[config.mk]
export PLATFORM = sky130hd
export DESIGN_NAME = hplvds_tx_ser_flat
export DESIGN_NICKNAME = d
export VERILOG_FILES = /design/src/rtl/hplvds_pkg.sv /design/src/rtl/hplvds_tx_ser_if.sv /design/src/rtl/hplvds_settle_cnt.sv /design/src/rtl/hplvds_tx_ser.sv /design/src/flat_wrapper.sv
export SDC_FILE = /design/constraint.sdc
export NUM_CORES = 1
export LEC_CHECK = 0
export ABC_AREA = 0
export ABC_CLOCK_PERIOD_IN_PS = 3200
export CELL_PAD_IN_SITES_DETAIL_PLACEMENT = 0
export CELL_PAD_IN_SITES_GLOBAL_PLACEMENT = 1
export CORE_ASPECT_RATIO = 0.5
export CORE_MARGIN = 8
export CORE_UTILIZATION = 43
export CTS_BUF_LIST = sky130_fd_sc_hd__clkbuf_8
export DETAILED_ROUTE_END_ITERATION = 8
export PLACE_DENSITY = 0.89
export SETUP_SLACK_MARGIN = 0.02
export SLEW_MARGIN = 0
export SYNTH_ARGS = -nofsm -noshare
export SYNTH_HDL_FRONTEND = slang
export SYNTH_HIERARCHICAL = 1
export SYNTH_SLANG_ARGS = --single-unit
export TNS_END_PERCENT = 50
[constraint.sdc]
create_clock -name clk_i -period 3.2 [get_ports clk_i]
set_input_delay 0.48 -clock clk_i [delete_from_list [all_inputs] [get_ports clk_i]]
set_output_delay 0.48 -clock clk_i [all_outputs]
set_load 0.03 [all_outputs]
[src/rtl/hplvds_pkg.sv]
// Shared types and defaults for the HPLVDS transmit/receive serializer blocks.
package hplvds_pkg;

    typedef enum logic [2:0] {
        ST_OFF    = 3'd0,
        ST_SETTLE = 3'd1,
        ST_IDLE   = 3'd2,
        ST_SHIFT  = 3'd3,
        ST_DRAIN  = 3'd4
    } tx_state_e;

    localparam int HPLVDS_WORD_W     = 8;
    localparam int HPLVDS_SETTLE_CYC = 16;

endpackage

[src/rtl/hplvds_tx_ser_if.sv]
// Parallel word handshake feeding the HPLVDS serializer.
interface hplvds_tx_ser_if
    import hplvds_pkg::*;
#(
    parameter int WORD_W = HPLVDS_WORD_W
) ();

    logic              s_valid_i;
    logic [WORD_W-1:0] s_data_i;
    logic              s_ready_o;

    modport master (
        output s_valid_i,
        output s_data_i,
        input  s_ready_o
    );

    modport slave (
        input  s_valid_i,
        input  s_data_i,
        output s_ready_o
    );

endinterface

[src/rtl/hplvds_settle_cnt.sv]
// Loadable down-counter with a zero flag; times pad bias settling on both
// the transmit and receive sides.
module hplvds_settle_cnt #(
    parameter int CNT_W = 5
) (
    input  logic             clk_i,
    input  logic             rst_ni,
    input  logic             load,
    input  logic [CNT_W-1:0] loadVal,
    input  logic             dec,
    output logic             isZero
);

    logic [CNT_W-1:0] count;

    // NOTE: sequential state uses non-blocking assignments so every register
    // samples the pre-edge value of its neighbours, independent of block order.
    always_ff @(posedge clk_i or negedge rst_ni) begin
        if (!rst_ni) begin
            count <= '0;
        end else if (load) begin
            count <= loadVal;
        end else if (dec && !isZero) begin
            count <= count - CNT_W'(1);
        end
    end

    assign isZero = (count == '0);

endmodule

[src/rtl/hplvds_tx_ser.sv]
// HPLVDS transmit serializer: LSB-first word shifting plus the pad enable /
// common-mode / electrical-idle sequencing around it.
module hplvds_tx_ser
    import hplvds_pkg::*;
#(
    parameter int WORD_W     = HPLVDS_WORD_W,
    parameter int SETTLE_CYC = HPLVDS_SETTLE_CYC
) (
    input  logic           clk_i,
    input  logic           rst_ni,
    input  logic           en_i,
    hplvds_tx_ser_if.slave s,
    output logic           tx_en_o,
    output logic           tx_vcm_en_o,
    output logic           tx_ei_o,
    output logic           do_o,
    output logic           settled_o,
    output logic           busy_o
);

    localparam int BIT_CNT_W = $clog2(WORD_W);
    localparam int CNT_W     = $clog2(SETTLE_CYC + 1);
    localparam logic [BIT_CNT_W-1:0] LAST_BIT = BIT_CNT_W'(WORD_W - 1);

    tx_state_e             state, nextState;
    logic [WORD_W-1:0]     shiftReg;
    logic [BIT_CNT_W-1:0]  bitCnt, nextBitCnt;
    logic                  dropReq, nextDropReq;
    logic                  sReady;
    logic                  accept, lastBit;
    logic                  cntLoad, cntDec, settleDone;

    // en_i must still be high on the accepting edge; a same-cycle disable wins.
    assign accept     = sReady && s.s_valid_i && en_i;
    assign lastBit    = (bitCnt == LAST_BIT);
    assign s.s_ready_o = sReady;
    assign do_o       = shiftReg[0];

    hplvds_settle_cnt #(
        .CNT_W (CNT_W)
    ) u_settle_cnt (
        .clk_i   (clk_i),
        .rst_ni  (rst_ni),
        .load    (cntLoad),
        .loadVal (CNT_W'(SETTLE_CYC - 1)),
        .dec     (cntDec),
        .isZero  (settleDone)
    );

    // NOTE: every signal written here gets a default first, so no path
    // through the case can leave one unassigned and infer a latch.
    always_comb begin
        nextState   = state;
        nextBitCnt  = '0;
        nextDropReq = 1'b0;
        cntLoad     = 1'b0;
        cntDec      = 1'b0;
        case (state)
            ST_OFF: begin
                if (en_i) begin
                    nextState = ST_SETTLE;
                    cntLoad   = 1'b1;
                end
            end
            ST_SETTLE: begin
                if (!en_i)           nextState = ST_OFF;
                else if (settleDone) nextState = ST_IDLE;
                else                 cntDec    = 1'b1;
            end
            ST_IDLE: begin
                if (accept)     nextState = ST_SHIFT;
                else if (!en_i) nextState = ST_OFF;
            end
            ST_SHIFT: begin
                // A disable seen anywhere in the word is remembered until its last bit.
                nextDropReq = dropReq || !en_i;
                if (!lastBit) begin
                    nextBitCnt = bitCnt + BIT_CNT_W'(1);
                end else if (accept) begin
                    nextDropReq = 1'b0;
                end else if (nextDropReq) begin
                    nextState = ST_DRAIN;
                end else begin
                    nextState = ST_IDLE;
                end
            end
            ST_DRAIN: nextState = ST_OFF;
            default:  nextState = ST_OFF;
        endcase
    end

    // Outputs are registered from the next state so they change on the same
    // edge as the state itself.
    always_ff @(posedge clk_i or negedge rst_ni) begin
        if (!rst_ni) begin
            state       <= ST_OFF;
            bitCnt      <= '0;
            dropReq     <= 1'b0;
            shiftReg    <= '0;
            sReady      <= 1'b0;
            tx_en_o     <= 1'b0;
            tx_vcm_en_o <= 1'b0;
            tx_ei_o     <= 1'b0;
            settled_o   <= 1'b0;
            busy_o      <= 1'b0;
        end else begin
            state       <= nextState;
            bitCnt      <= nextBitCnt;
            dropReq     <= nextDropReq;
            // Zeros shift in behind the word, so do_o is already 0 when it ends.
            shiftReg    <= accept ? s.s_data_i : (shiftReg >> 1);
            sReady      <= (nextState == ST_IDLE) ||
                           ((nextState == ST_SHIFT) && (nextBitCnt == LAST_BIT) && !nextDropReq);
            tx_en_o     <= (nextState != ST_OFF);
            tx_vcm_en_o <= (nextState != ST_OFF);
            tx_ei_o     <= nextState inside {ST_SETTLE, ST_IDLE, ST_DRAIN};
            settled_o   <= nextState inside {ST_IDLE, ST_SHIFT};
            busy_o      <= nextState inside {ST_SHIFT, ST_DRAIN};
        end
    end

endmodule

[src/flat_wrapper.sv]
// flat-port wrapper written by rule: the top's interface ports become plain ports
module hplvds_tx_ser_flat import hplvds_pkg::*;
#(
    parameter int WORD_W     = HPLVDS_WORD_W,
    parameter int SETTLE_CYC = HPLVDS_SETTLE_CYC
)
  (clk_i, rst_ni, en_i, tx_en_o, tx_vcm_en_o, tx_ei_o, do_o, settled_o, busy_o, s_s_valid_i, s_s_data_i, s_s_ready_o);
  hplvds_tx_ser_if #(.WORD_W(WORD_W)) s_i ();
  input  logic clk_i;
  input  logic rst_ni;
  input  logic en_i;
  output logic tx_en_o;
  output logic tx_vcm_en_o;
  output logic tx_ei_o;
  output logic do_o;
  output logic settled_o;
  output logic busy_o;
  input wire logic [$bits(s_i.s_valid_i)-1:0] s_s_valid_i;
  input wire logic [$bits(s_i.s_data_i)-1:0] s_s_data_i;
  output wire logic [$bits(s_i.s_ready_o)-1:0] s_s_ready_o;
  assign s_i.s_valid_i = s_s_valid_i;
  assign s_i.s_data_i = s_s_data_i;
  assign s_s_ready_o = s_i.s_ready_o;
  hplvds_tx_ser #(.WORD_W(WORD_W), .SETTLE_CYC(SETTLE_CYC)) u_core (.clk_i(clk_i), .rst_ni(rst_ni), .en_i(en_i), .s(s_i), .tx_en_o(tx_en_o), .tx_vcm_en_o(tx_vcm_en_o), .tx_ei_o(tx_ei_o), .do_o(do_o), .settled_o(settled_o), .busy_o(busy_o));
endmodule
==> flow_metrics.py, run 1 <==
metrics = {
    "timing": {
        "final-setup-viol-count": 0,
        "rsz0062_at_grt": "no",
        "max_freq_ghz": 0.384,
        "setup_tns_ns": 0,
        "worst_pin_slew_ns": 0.604,
        "fin_crit_ns": 2.61,
        "slew_headroom": 0.596,
        "finClkSkew_ns": 0.00184,
        "hold_ws_ns": 0.458,
        "post-route-period-util": 0.814,
        "finalHoldViolCount": 0,
        "final-max-slew-violation-count": 0,
    },
    "global_route": {
        "grt_pass1_vias": 806,
        "grt_util_met1": 0.102,
        "grt_max_degree": 26,
        "grtUsageMet2": 0.169,
        "grt_pass1_wl_mm": 3.64,
        "grt_overflow": 0,
        "grt_busiest_layer": "met2",
        "grt_usage": 0.0946,
        "met3_usage": 0.0310,
        "antenna_found_initial": 0,
    },
    "power_and_ir_drop": {
        "finalPower_w": 0.000883,
        "power.density_mw_per_mm2": 599,
        "netSwitchingPower_w": 0.000280,
        "ir_worst_vdd_mv": 0.238,
        "pwr-share-clk": 0.209,
        "p_int_w": 0.000603,
        "p_leak_nw": 0.683,
        "combinationalPowerShare": 0.302,
        "p_seq_frac": 0.489,
        "swShare": 0.318,
    },
    "clock_network": {
        "ctsRootBufferMaster": "clkbuf_8",
        "cts.repair.resized": 0,
        "clk_pin_slew_worst_paths_ns": 0.08,
        "cts_tree": "built",
        "htreeDepth": 1,
        "ctsLongestPathBuffers": 2,
        "holdBufCountCts": 0,
        "numCtsBuffers": 3,
        "clkSinkCount": 25,
        "insertion_delay_ns": 0.26,
        "post_cts_buffers": 0,
    },
    "route": {
        "via_count": 814,
        "route.final.wire_length_mm": 2.03,
        "drtAntennaViolNets": 0,
        "post_drt_wl_per_cell_um": 12.3,
        "drc": 0,
        "viasPerCell": 4.93,
        "dr.pass1.iters": 5,
        "drt_iter0_markers": 46,
    },
    "setup_path": {
        "cp-start-kind": "input port",
        "criticalPathCategory": "in -> reg",
        "cp_max_fo": 6,
        "reg2reg_depth": 8,
        "setup.worst_path.end": "u_core/u_settle_cnt/count[3]$_DFFE_PN0P_",
        "worstPathArrival_ns": 2.81,
        "r2r-start": "u_core/u_settle_cnt/count[0]$_DFFE_PN0P_",
        "critPathLaunch": "en_i",
        "required_ns": 3.40,
        "rrSetupSlack_ns": 0.72,
        "r2r_end": "u_core/u_settle_cnt/count[3]$_DFFE_PN0P_",
        "end_kind": "register",
    },
    "synthesis": {
        "synth_ff_type": "dfrtp_1",
        "synth_edf_count": 0,
        "syn_area_mm2": 0.00120,
        "ys_warn_count": 6,
        "yosysSeqAreaShare": 0.519,
        "async_flop_share": 1.00,
        "ys_seq_elements": 25,
        "synth_cell_types": 43,
        "synthCells": 105,
        "syn_avg_cell_area_um2": 11.5,
    },
    "final_layout": {
        "nets": 144,
        "areaGrowthSynthToFinish_pct": 22.3,
        "fin_util": 0.559,
        "layout-drive-gt1-share": 0.203,
        "diodes": 0,
        "fillCellCount": 239,
    },
    "placed_design": {
        "place_congestion": 0.769,
        "port_buffers": 18,
        "hpwl_mm": 1.51,
    },
    "floorplan": {
        "initial_core_util": 0.457,
        "core_mm2": 0.00264,
        "die_h_um": 53.4,
        "pin_count": 19,
        "dieWidth_um": 90.9,
        "num_rows": 13,
        "die-area_mm2": 0.00485,
    },
    "run_status": {
        "status": "completed",
    },
    "job": {
        "maxCapViolations": 0,
    },
    "hold_path": {
        "hp-class": "reg -> reg",
    },
}
[layer usage]
metal  share of wire  vias up  wire, um
met2            0.48       14       983
met1            0.45      386       913
li1                -      410         -
met5               0        -         0
met4           0.020        0        40
met3           0.046        4        93
[worst min path at each step]
stage          depth (start not counted)                    endpoint  slack (ns)                        from
5_1_grt                                1  u_core/bitCnt[0]$_DFF_PN0_        0.48  u_core/bitCnt[0]$_DFF_PN0_
2_1_floorplan                          0  u_core/bitCnt[0]$_DFF_PN0_        0.18                      rst_ni
4_1_cts                                1  u_core/bitCnt[0]$_DFF_PN0_        0.46  u_core/bitCnt[0]$_DFF_PN0_
3_5_place_dp                           1  u_core/bitCnt[0]$_DFF_PN0_        0.45  u_core/bitCnt[0]$_DFF_PN0_
6_report                               1  u_core/bitCnt[0]$_DFF_PN0_        0.46  u_core/bitCnt[0]$_DFF_PN0_
3_3_place_gp                           1  u_core/bitCnt[0]$_DFF_PN0_        0.44  u_core/bitCnt[0]$_DFF_PN0_
[Yosys cell counts (2+ instances only)]
cell	number	area [um^2]
ha_1	3	37.5
mux2_2	7	78.8
a21oi_1	8	40.0
or2b_1	2	15.0
and2_1	2	12.5
nand2_1	8	30.0
dfrtp_1	25	626
inv_1	4	15.0
buf_4	2	15.0
conb_1	2	7.51
nor3_1	2	10.0
nor2_1	3	11.3
nor2b_1	3	18.8
a21oi_2	3	26.3
or3_1	2	12.5
nand3b_1	2	15.0
[per-stage QoR]
stage	setup slack (ns)	cells	area, um^2
after floorplan	0.826	108	1220
after global placement	0.378	161	1430
final	0.594	165	1470
after global routing	0.442	165	1470
after CTS	0.601	165	1470
after detailed placement	0.300	161	1430
[worst max-delay path: stages]
cell	delay [ns]
clkdlybuf4s50_1	0.47
or3b_1	0.40
nor3b_1	0.51
or4b_1	0.50
or3_1	0.33
a21oi_2	0.11
[layout by cell type (no fill, tap or decap), drive strengths merged, types with 2 or more instances in the layout]
cell type	synthesis	layout
dfrtp	25	25
clkdlybuf4s50	0	18
a21oi	11	11
nand2	8	8
mux2	7	7
conb	2	5
inv	4	4
clkbuf	1	3
nor2	3	3
nor2b	3	3
ha	3	3
nor3	3	3
or2b	2	2
nand3b	2	2
and2	2	2
buf	3	2
or3	2	2
and3b	2	2
nand3	2	2
o21ai	2	2
a31oi	2	2
or4b	2	2
o31ai	2	2
and3	2	2
[logic make-up (layout without fill, tap and decap cells)]
kind of cell	after synthesis	count (layout)	synth area share
compound gates	20	20	0.118
fa+ha+maj	3	3	0.0312
buf+inv	8	28	0.0374
flops	25	25	0.519
mux	7	7	0.0654
other cells	2	5	0.00623
simple gates	40	40	0.222
[registers in the layout (all words and copies together), names as in the netlist]
signal                     flops
u_core/bitCnt                  3
u_core/dropReq                 1
u_core/tx_ei_o                 1
u_core/state                   3
u_core/shiftReg                8
u_core/tx_vcm_en_o             1
u_core/u_settle_cnt/count      5
u_core/s.s_ready_o             1
u_core/settled_o               1
u_core/busy_o                  1
[layout make-up]
| type | instances | area [um^2] | share of cell area |
|---|---|---|---|
| clock inverter | 1 | 5.00 | 0.00340 |
| timing repair buffer | 20 | 195 | 0.132 |
| tap | 37 | 46.3 | 0.0314 |
| multi-input combinational | 75 | 546 | 0.370 |
| sequential | 25 | 626 | 0.424 |
| inverter | 4 | 15.0 | 0.0102 |
| clock buffer | 3 | 41.3 | 0.0280 |
[power groups by stage]
stage | logic (W) | registers [W] | clock network, W
after floorplan | 0.000174 | 0.000451 | 0
after global placement | 0.000262 | 0.000437 | 0
after detailed placement | 0.000269 | 0.000439 | 0
after CTS | 0.000270 | 0.000433 | 0.000195
after global routing | 0.000293 | 0.000444 | 0.000210
final | 0.000267 | 0.000432 | 0.000184
No activity file was read; power rests on OpenSTA's default activity.
==> inputs of run 2 (changes only) <==
ABC_CLOCK_PERIOD_IN_PS = 2200   (was 3200)
CORE_UTILIZATION = 39   (was 43)
PLACE_DENSITY = 0.86   (was 0.89)
clock period = 2.2 ns   (was 3.2 ns; I/O delays follow)
==> run 2 against run 1 <==
Effect of this change: design area up 7.0%; core utilization shrank 3.0 points; worst setup slack got worse by 0.50 ns; highest routed layer unchanged.
==> flow_metrics.py, run 2 (synthesized netlist as in run 1, its figures left out) <==
metrics = {
    "clock_network": {
        "clkSinkCount": 25,
        "cts_tree": "built",
        "clk_pin_slew_worst_paths_ns": 0.08,
        "htreeDepth": 1,
        "numCtsBuffers": 3,
        "ctsLongestPathBuffers": 2,
        "holdBufCountCts": 0,
        "insertion_delay_ns": 0.26,
        "ctsRootBufferMaster": "clkbuf_8",
    },
    "setup_path": {
        "end_kind": "register",
        "setup.worst_path.end": "u_core/u_settle_cnt/count[3]$_DFFE_PN0P_",
        "worstPathArrival_ns": 2.31,
        "critPathLaunch": "u_core/u_settle_cnt/count[0]$_DFFE_PN0P_",
        "cp-start-kind": "register",
        "r2r-start": "u_core/u_settle_cnt/count[0]$_DFFE_PN0P_",
        "reg2reg_depth": 8,
        "path_depth": 8,
        "crit_slowest_cell": "or4b_4",
        "r2r_end": "u_core/u_settle_cnt/count[3]$_DFFE_PN0P_",
        "rrSetupSlack_ns": 0.09,
        "path_delay_family": "simple AND/OR/NAND/NOR gates",
        "required_ns": 2.40,
        "worstPathCellList": "inv_2, ha_2, or4b_4, inv_2, nor3b_4, or4b_4, or3_4, a21oi_2",
        "crit_buf_inv": 2,
        "cp_max_fo": 4,
        "criticalPathCategory": "reg -> reg",
        "slowest_delay_ns": 0.49,
    },
    "route": {
        "dr.pass1.iters": 4,
        "drc": 0,
        "drtAntennaViolNets": 0,
        "viasPerCell": 4.79,
        "route.final.wire_length_mm": 2.06,
        "drt_iter0_markers": 40,
        "post_drt_wl_per_cell_um": 11.6,
        "via_count": 853,
    },
    "final_layout": {
        "final_common_cell": "dfrtp_1",
        "largest_register": "u_core/shiftReg",
        "areaGrowthSynthToFinish_pct": 30.8,
        "layout-drive-gt1-share": 0.312,
        "largest_reg_flops": 8,
        "fillCellCount": 262,
        "diodes": 0,
        "final_cell_mix": "dfrtp_1 (25), clkdlybuf4s50_1 (17), buf_4 (12), nand2_1 (8), a21oi_1 (8)",
        "top_regs": "u_core/shiftReg (8), u_core/u_settle_cnt/count (5)",
        "fin_util": 0.529,
        "fin_area_mm2": 0.00158,
        "nets": 154,
    },
    "floorplan": {
        "pin_count": 19,
        "die-area_mm2": 0.00523,
        "initial_core_util": 0.405,
        "die_h_um": 55.3,
        "core_mm2": 0.00298,
        "num_rows": 14,
        "dieWidth_um": 94.6,
    },
    "timing": {
        "max_freq_ghz": 0.475,
        "post-route-period-util": 0.957,
        "finClkSkew_ns": 0.00178,
        "setup_ws_ns": 0.0937,
        "fin_crit_ns": 2.11,
        "rsz0062_at_grt": "no",
        "final-setup-viol-count": 0,
        "finalHoldViolCount": 0,
        "setup_tns_ns": 0,
        "final-max-slew-violation-count": 0,
    },
    "placed_design": {
        "hpwl_mm": 1.54,
        "place_ws_ns": -0.324,
        "place_area_mm2": 0.00149,
        "port_buffers": 18,
        "place_congestion": 0.755,
    },
    "global_route": {
        "grt_usage": 0.0825,
        "grt_overflow": 0,
        "grt_max_degree": 26,
        "grt_pass1_wl_mm": 3.46,
        "grt_pass1_vias": 766,
        "antenna_found_initial": 0,
    },
    "run_status": {
        "status": "completed",
    },
    "power_and_ir_drop": {
        "ir_worst_vdd_mv": 0.359,
        "power.density_mw_per_mm2": 864,
        "p_leak_nw": 0.736,
        "finalPower_w": 0.00136,
    },
    "job": {
        "maxCapViolations": 0,
    },
    "hold_path": {
        "hp-class": "in -> async",
    },
}
==> run 2: final cells by class <==
class | count | area [um^2] | share of cell area
well taps | 40 | 50.0 | 0.0317
repair buffers | 30 | 269 | 0.171
inverters | 4 | 15.0 | 0.00952
clock buffers | 3 | 41.3 | 0.0262
multi-input cells | 75 | 571 | 0.362
flip-flops and latches | 25 | 626 | 0.397
clock inverters | 1 | 5.00 | 0.00317
==> run 2: timing repair <==
item | in CTS | in global routing
pin swaps | 3 | 3
endpoints found under the setup margin | 1 | 1
resized for setup | 6 | 2
buffers inserted | 0 | 3
==> run 2: worst min-delay path by stage <==
stage / from / endpoint / slack, ns / cells past startpoint
floorplan: rst_ni / u_core/bitCnt[0]$_DFF_PN0_ / 0.03 / 0
global placement: u_core/shiftReg[7]$_DFF_PN0_ / u_core/shiftReg[6]$_DFF_PN0_ / 0.46 / 1
detailed placement: u_core/shiftReg[2]$_DFF_PN0_ / u_core/shiftReg[1]$_DFF_PN0_ / 0.46 / 1
CTS: rst_ni / u_core/state[2]$_DFF_PN0_ / 0.41 / 2
global route: rst_ni / u_core/state[2]$_DFF_PN0_ / 0.43 / 2
finish: rst_ni / u_core/state[2]$_DFF_PN0_ / 0.41 / 2
==> run 2: per-stage QoR <==
stage	hold slack, ns	std cells
floorplan	0.0344	108
global placement	0.456	171
global route	0.433	178
finish	0.408	178
detailed placement	0.460	171
CTS	0.415	175
==> run 2: metal layers <==
| layer | share of wire | vias up | track usage | routed length [um] |
|---|---|---|---|---|
| li1 | - | 429 | - | - |
| met1 | 0.44 | 409 | 0.104 | 901 |
| met2 | 0.49 | 13 | 0.121 | 999 |
| met3 | 0.060 | 2 | 0.0336 | 124 |
| met4 | 0.015 | 0 | 0.0330 | 30 |
| met5 | 0 | - | 0 | 0 |
==> run 2: power by group <==
| part | switching, W | total (W) | leakage [nW] | internal, W |
|---|---|---|---|---|
| sequential | 0.0000651 | 0.000622 | 0.328 | 0.000556 |
| combinational | 0.000223 | 0.000475 | 0.383 | 0.000252 |
| clock | 0.000139 | 0.000265 | 0.0255 | 0.000127 |
| total | 0.000427 | 0.00136 | 0.736 | 0.000935 |
==> RTL edit (settings of run 1) <==
The package constant `HPLVDS_SETTLE_CYC` goes from 16 to 8.
--- a/src/rtl/hplvds_pkg.sv
+++ b/src/rtl/hplvds_pkg.sv
@@ -12,3 +12,3 @@
     localparam int HPLVDS_WORD_W     = 8;
-    localparam int HPLVDS_SETTLE_CYC = 16;
+    localparam int HPLVDS_SETTLE_CYC = 8;
 
Function: changed (Yosys sat finds a counterexample within 10 cycles, from zero or initial values and one cycle with rst_ni low).
==> RTL edit against run 1 <==
  * Global-route usage shrank 0.56 points
  * Routed wire length decreased by 2.6%
  * Maximum frequency rose by 7.8%
  * Combinational power grew 44%
  * Sequential cell count is 1 lower
  * Setup slack better by 0.19 ns
  * Critical path depth unchanged
  * Power up 15%
  * Synthesized area down 2.8%
  * Final area decreased by 3.4%
  * Via count down 4.7%
  * Clock skew up 0.0027 ns
  * Critical endpoint is now u_core/u_settle_cnt/count[1]$_DFFE_PN0P_
  * Highest routed layer unchanged
==> RTL edit: results (changes against run 1) <==
* Result of the run: complete, no violations
- The filler cell count in the final layout was 210 (-12%).
* Max Root-Sink Buffers: 2 (unchanged)
- Sequential fraction of the synthesis area: 0.513 (-0.00639)
- The number of detailed-route iterations in the first pass was 4 (-1).
- The number of port buffers is 18 (unchanged).
- Cell variety after synth: 41 (-4.7%)
- DP Area: 1380 um2 (-3.2%)
- Vias per cell: 4.91 (-0.44%)
* Worst path arrival time: 2.61 ns (-0.20 ns)
- The proportion of layout cells with a drive suffix above 1 was 0.198 (-0.00478).
- By count the netlist is led by 24 x sky130_fd_sc_hd__dfrtp_1, 8 x sky130_fd_sc_hd__nand2_1, 7 x sky130_fd_sc_hd__mux2_2.
- Maximum fanout count along the critical path: 8 (+2)
* Top cells by area, synth: sky130_fd_sc_hd__dfrtp_1 51%, sky130_fd_sc_hd__mux2_2 6.7%, sky130_fd_sc_hd__ha_1 3.2%
- Deepest level of the CTS H-tree: 1 (unchanged)
- The maximum number of pins on one net before global-route repair is 25 (-3.8%).
* Clock tree root buffer cell: sky130_fd_sc_hd__clkbuf_8
- Total number of nets in the final design: 138 (-4.2%)
* Global-route wire length before repair: 3330 um (-8.6%)
- Slowest stage cell, crit path: sky130_fd_sc_hd__clkdlybuf4s50_1
- Half-perimeter wire length after detailed placement: 1500 um (-0.61%)
- Detailed-route via count: 776 (-4.7%)
* Largest delay share family, worst path: simple AND/OR/NAND/NOR gates
- Counting flops per register, the top entry is u_core/shiftReg.
- The largest registers in the layout are u_core/shiftReg x8, u_core/u_settle_cnt/count x4.
- Static leakage: 0.652 nW (-4.6%)
- Worst IR Drop VDD: 0.283 mV (+19%)
- Routed length per placed instance: 12.5 um (+1.8%)
* Largest clock skew in the final design: 0.00455 ns (+0.00271 ns)
- The iteration-0 DRC count of the detailed router came to 24 (-48%).
* Final GP Congestion: 0.767 (-0.33%)
* Count of antenna diodes in the layout: 0 (unchanged)
- CP max stage delay: 0.61 ns (+0.10 ns)
* Most frequently used flop master after synthesis: sky130_fd_sc_hd__dfrtp_1
- Clock slew at reported path FFs: 0.08 ns (about the same)
* Vias in the first global route: 752 (-6.7%)
* Count of cells resized by post-cts repair: 0 (unchanged)
* Total routing resource utilization after global routing: 0.0890 (-0.00560)
* Mean Syn Cell Area: 11.7 um2 (+2.1%)
* Clock insertion delay at the later pin of the skew report: 0.26 ns (about the same)
-- RTL edit: cell count changes in the layout (fill, tap and decap cells not counted), sizes merged, moves of 2 or more --
cell / before / now
or3: 2 / 0
and3: 2 / 0
nor3b: 1 / 3
nor2b: 3 / 1
o31ai: 2 / 0
or4b: 2 / 0
nor3: 3 / 5
a21oi: 11 / 6
-- RTL edit: worst paths after layout --
| path | from | to | slack (ns) | depth (start not counted) |
|---|---|---|---|---|
| worst max register to register | u_core/state[2]$_DFF_PN0_ | u_core/u_settle_cnt/count[1]$_DFFE_PN0P_ | 1.12 | 5 |
| worst min register to register | u_core/bitCnt[0]$_DFF_PN0_ | u_core/bitCnt[0]$_DFF_PN0_ | 0.47 | 1 |
| min in group asynchronous | rst_ni | u_core/state[1]$_DFF_PN0_ | 0.57 | 2 |
| worst max-delay path | en_i | u_core/u_settle_cnt/count[1]$_DFFE_PN0P_ | 0.78 | 6 |
| max in group asynchronous | rst_ni | u_core/shiftReg[5]$_DFF_PN0_ | 2.39 | 2 |
| worst min-delay path | u_core/bitCnt[0]$_DFF_PN0_ | u_core/bitCnt[0]$_DFF_PN0_ | 0.47 | 1 |
-- RTL edit: kinds of logic (layout without fill, tap and decap cells) --
| family | count (synthesis) | in the layout | share of synthesized area |
|---|---|---|---|
| flops | 24 | 24 | 0.513 |
| buf+inv | 8 | 27 | 0.0449 |
| compound gates | 17 | 17 | 0.110 |
| fa+ha+maj | 3 | 3 | 0.0321 |
| other cells | 2 | 4 | 0.00641 |
| mux | 7 | 7 | 0.0673 |
| simple gates | 39 | 39 | 0.226 |
-- RTL edit: final cells by class --
| class | count | area share |
|---|---|---|
| Tap cell | 37 | 0.0325 |
| Sequential cell | 24 | 0.422 |
| Timing Repair Buffer | 20 | 0.137 |
| Inverter | 4 | 0.0105 |
| Clock buffer | 3 | 0.0290 |
| Multi-Input combinational cell | 70 | 0.369 |
-- RTL edit: stage by stage --
stage	power [mW]	worst slack (ns)	util	hold WS (ns)
after floorplan	0.746	1.16	-	0.184
after global placement	0.843	0.525	0.535	0.455
after detailed placement	0.852	0.502	0.535	0.461
after CTS	1.03	0.777	0.551	0.472
after global routing	1.08	0.680	0.551	0.493
final	1.01	0.783	0.551	0.472
-- RTL edit: metal layers --
metal / global-route usage / wire length, um / vias up
li1: - / - / 392
met1: 0.0969 / 899 / 370
met2: 0.154 / 967 / 12
met3: 0.0366 / 85 / 2
met4: 0.0416 / 27 / 0
met5: 0 / 0 / -
-- RTL edit: power breakdown --
| part | switching [mW] | total [mW] | internal (mW) |
|---|---|---|---|
| sequential | 0.0717 | 0.456 | 0.385 |
| clock | 0.0865 | 0.170 | 0.0840 |
| combinational | 0.191 | 0.385 | 0.195 |
| total | 0.349 | 1.01 | 0.663 |
